==> config.mk <==
export PLATFORM = sky130hd
export DESIGN_NAME = instr_queue
export DESIGN_NICKNAME = d
export VERILOG_FILES = /design/src/rtl/instr_queue.sv
export SDC_FILE = /design/constraint.sdc
export NUM_CORES = 1
export LEC_CHECK = 0
export BUFFER_PORTS_ARGS = -buffer_cell sky130_fd_sc_hd__buf_2
export CAP_MARGIN = 20
export CORE_AREA = 2 2 251 253
export DETAILED_ROUTE_END_ITERATION = 7
export DIE_AREA = 0 0 253 255
export PLACE_DENSITY = 0.93
export SETUP_SLACK_MARGIN = 0.05
export SLEW_MARGIN = 0
export SYNTH_ARGS = -nofsm -noshare
export SYNTH_HDL_FRONTEND = slang
export SYNTH_SLANG_ARGS = --single-unit
==> constraint.sdc <==
create_clock -name clk -period 31.4 [get_ports clk]
set_input_delay 9.42 -clock clk [delete_from_list [all_inputs] [get_ports clk]]
set_output_delay 9.42 -clock clk [all_outputs]
set_load 0.02 [all_outputs]
==> src/rtl/instr_queue.sv <==
`default_nettype none
// ============================================================================
// Module   : instr_queue (plus instr_queue_pkg)
// Purpose  : In-order instruction FIFO between fetch and issue. Applies
//            back-pressure through iq_full. A branch-redirect flush discards
//            every buffered entry. A sticky error flag records any enqueue
//            attempted while full and any dequeue attempted while empty.
// Ports    : clk          - system clock, rising edge
//            rst_n        - synchronous active-low reset
//            iq_enq       - enqueue request from fetch
//            iq_enq_data  - entry to store (inst, pc, order, valid)
//            iq_full      - queue holds DEPTH entries
//            iq_deq       - issue pops the head entry this cycle
//            iq_deq_data  - current head entry (valid gated by ~empty)
//            iq_empty     - queue holds 0 entries
//            iq_flush     - discard all entries
//            iq_count     - occupancy, 0..DEPTH
//            iq_err       - sticky overflow/underflow attempt flag
// Revision : 1.0 - initial release
// ============================================================================

package instr_queue_pkg;
  typedef struct packed {
    logic [31:0] inst;
    logic [31:0] pc;
    logic [63:0] order;
    logic        valid;
  } iq_entry_t;
endpackage

module instr_queue
  import instr_queue_pkg::*;
#(
  parameter int DEPTH = 8   // power of 2, >= 2
) (
  input  logic                     clk,
  input  logic                     rst_n,
  input  logic                     iq_enq,
  input  iq_entry_t                iq_enq_data,
  output logic                     iq_full,
  input  logic                     iq_deq,
  output iq_entry_t                iq_deq_data,
  output logic                     iq_empty,
  input  logic                     iq_flush,
  output logic [$clog2(DEPTH):0]   iq_count,
  output logic                     iq_err
);

  localparam int c_ptr_w = $clog2(DEPTH);
  localparam int c_cnt_w = c_ptr_w + 1;

  iq_entry_t            r_mem [DEPTH];
  logic [c_ptr_w-1:0]   r_head;
  logic [c_ptr_w-1:0]   r_tail;
  logic [c_cnt_w-1:0]   r_count;
  logic                 r_err;

  logic                 w_full;
  logic                 w_empty;
  logic                 w_enq_ok;
  logic                 w_deq_ok;
  iq_entry_t            w_head_entry;

  // Full/empty come from the registered count only, so fetch may build its
  // enqueue request combinationally from iq_full without forming a loop.
  assign w_full   = (r_count == c_cnt_w'(DEPTH));
  assign w_empty  = (r_count == '0);
  assign w_enq_ok = iq_enq & ~w_full;
  assign w_deq_ok = iq_deq & ~w_empty;

  // Storage is not reset; only the pointers and count define occupancy.
  // A flush suppresses the write so a lost enqueue never lands in the array.
  always_ff @(posedge clk) begin
    if (rst_n && !iq_flush && w_enq_ok) begin
      r_mem[r_tail] <= iq_enq_data;
    end
  end

  // Pointers wrap naturally because DEPTH is a power of 2.
  always_ff @(posedge clk) begin
    if (!rst_n) begin
      r_head  <= '0;
      r_tail  <= '0;
      r_count <= '0;
      r_err   <= 1'b0;
    end else if (iq_flush) begin
      r_head  <= '0;
      r_tail  <= '0;
      r_count <= '0;
    end else begin
      if (w_enq_ok) begin
        r_tail <= r_tail + c_ptr_w'(1);
      end
      if (w_deq_ok) begin
        r_head <= r_head + c_ptr_w'(1);
      end
      case ({w_enq_ok, w_deq_ok})
        2'b10:   r_count <= r_count + c_cnt_w'(1);
        2'b01:   r_count <= r_count - c_cnt_w'(1);
        default: r_count <= r_count;
      endcase
      if ((iq_enq && w_full) || (iq_deq && w_empty)) begin
        r_err <= 1'b1;
      end
    end
  end

  assign w_head_entry = r_mem[r_head];

  always_comb begin
    iq_deq_data       = w_head_entry;
    // Stale array contents must never look like a live entry.
    iq_deq_data.valid = w_head_entry.valid & ~w_empty;
  end

  assign iq_full  = w_full;
  assign iq_empty = w_empty;
  assign iq_count = r_count;
  assign iq_err   = r_err;

endmodule

`default_nettype wire

==> reports/qor.txt <==
status = finished, final reports clean
IO Pins = 270
ranking of synthesized cells by area = edfxtp_1, mux4_2, mux4_1
gp weighted congestion = 0.724
routed len/inst = 30.2 microns
final setup violation count = 0
Max-slew headroom = 0.298
hpwl dp = 44100 microns
Hold Vio Cnt, Final = 0
reg2reg start = iq_count[0]
Root Driver = clkbuf_16
Tot GR Track Use = 0.262
WHS Path Cells = 1
final worst path period share = 0.445
cell family with most CP delay = buffers and inverters
Setup crit end kind = primary output
most frequent cells in the layout = edfxtp_1, buf_2, mux4_2
post-synth top area share = 0.777
pwr dens = 61.3 nW/um^2
hold_buf cts = 0
share of layout cells above drive strength 1 = 0.374
hold wc startpoint = iq_err
Crit path arrival time = 4.56 ns
Crit Reg-Reg Endpoint = r_mem[6][98]
post-cts resize count = 0
vias post-DR = 18.3k
Synth Register Bits = 1046
Overflow after GRT = 0
cell count after placement = 2603
Final Slew Violations = 0
total wire length = 84400 microns
CP startpoint kind = register
area delta synth->final = 13.4%
vias in the first global route = 18.7k
HP Class = reg -> reg
DRT iter0 DRCs = 1633
largest area contributor in the netlist = edfxtp_1
Seq/Total Area, Yosys = 0.784
R2R setup slack = 27.87 ns
Placement Cell Area = 42100 sq um
Fmax = 0.0715 GHz
commonest non-fill, non-tap cell in the layout = edfxtp_1
NumNets Final = 2048
Synth Flop Type = edfxtp_1
Worst path most repeated cell = buf_4
Die Y-Extent = 255 microns
worst endpoint required time = 21.98 ns
postcts setup bufs = 0
worst reg2reg path depth = 5
ys async rst share = 0
CTS tree = yes
Core Region = 62200 sq um
post-synth net total = 1714
first-pass GRT wire length = 122000 microns
design area = 45200 sq um
Max Root-Sink Buffers = 3
Avg Cell Area, Syn = 25.3 sq um
Initial Util = 0.642
Skew-Pair Late Insertion Delay = 0.65 ns
synthesized area = 39900 sq um
worst-path maximum fanout = 54
# port buffers = 269
Slew @ Worst Pin = 1.05 ns
drt first pass iters = 5
Syn. warnings = 0
leakage power = 0.0145 uW
FP Rows = 92
Layout fillers = 3222
EDFF count, synth = 1032
Crit path buffers/inverters = 4
setup TNS = 0 ns
max_cap viols = 0
largest net degree at the start of global routing = 78
# DRC = 0
Crit-path slowest cell = dfxtp_4
CP Class = reg -> out
Die X = 253 microns
Cell variety after synth = 37
worst hold slack = 0.465 ns
hold endpoint = iq_err
peak supply drop = 0.0504 mV
skew final = 0.0209 ns
CTS sink count = 1046
clock slew seen by the registers of the worst setup and hold paths = 0.06 ns
Syn Inst Count = 1575
RSZ-0062 raised after global routing = false
Routed Antenna Nets = 0
fin crit period = 13.98 ns
fin cells = 2798
CTS Buf Count = 100
initial antenna violation count = 17
worst stage delay on the critical path = 0.98 ns
worst-path cell chain = buf_4 > buf_16 > buf_4 > mux4_1 > mux2_2 > buf_2
H-tree lvl count = 3
routed vias/inst = 6.54
DIE AREA = 64500 sq um
per-stage QoR:
stage	utilization	total power, uW	setup WS, ns
6_report	0.728	2770	17.42
3_5_place_dp	0.677	1660	17.80
3_3_place_gp	0.676	1650	17.95
5_1_grt	0.728	2840	17.10
2_1_floorplan	-	1620	7.49
4_1_cts	0.727	2790	17.02
worst max path at each step:
stage	startpoint	to	slack, ns	depth (start not counted)
2_1_floorplan	rst_n	r_mem[1][0]	7.49	3
3_3_place_gp	register	iq_deq_data[55]	17.95	5
3_5_place_dp	register	iq_deq_data[89]	17.80	5
4_1_cts	register	iq_deq_data[86]	17.02	5
5_1_grt	register	iq_deq_data[86]	17.10	6
6_report	register	iq_deq_data[86]	17.42	6
kinds of logic (layout without fill, tap and decap cells):
kind of cell	after synthesis	in the layout	share of synthesized area
AO/OA/AOI/OAI	7	7	0.00119
XOR/XNOR	7	7	0.00154
adder cells (fa/ha/maj)	5	5	0.00157
buffers and inverters	79	495	0.0135
flip-flops	1046	1046	0.784
multiplexers	391	391	0.193
other	0	8	0
AND/OR/NAND/NOR	40	40	0.00540
cell usage after synthesis, drive strengths merged (2+ instances only):
library cell,instances
clkbuf,23
xor2,5
nor4,2
nor2,12
a21oi,3
or3,2
dfxtp,14
nand2,4
buf,52
nor4b,3
edfxtp,1032
mux2i,4
inv,2
nand3,4
xnor2,2
mux4,258
ha,5
nor3b,2
nor3,4
nand2b,2
mux2,129
routing by layer:
metal / wire length, microns / share of wire / global-route usage
met2: 44000 / 0.52 / 0.437
met4: 2690 / 0.032 / 0.104
met3: 6820 / 0.081 / 0.0665
met1: 30800 / 0.36 / 0.338
met5: 119 / 0.0014 / 0
flip-flops by register name, summed over array words and instances, names as in the netlist, named ones only:
| name | flops |
|---|---|
| r_head | 3 |
| r_tail | 3 |
| r_mem | 1032 |
| iq_count | 4 |
| iq_err | 1 |
power breakdown:
| part | switching (uW) | internal [uW] | leakage, uW |
|---|---|---|---|
| clock network | 503 | 639 | 0.00151 |
| registers | 4.11 | 1540 | 0.00941 |
| logic | 51.0 | 33.6 | 0.00355 |
cell type report:
cell class	count	area [sq um]	area share
flip-flops and latches	1046	31300	0.691
multi-input cells	450	8130	0.180
clock buffers	131	2650	0.0585
repair buffers	309	1700	0.0376
well taps	799	1000	0.0221
clock inverters	53	459	0.0101
diodes	8	20.0	0.000442
inverters	2	7.51	0.000166
No activity file was read; power rests on OpenSTA's default activity.
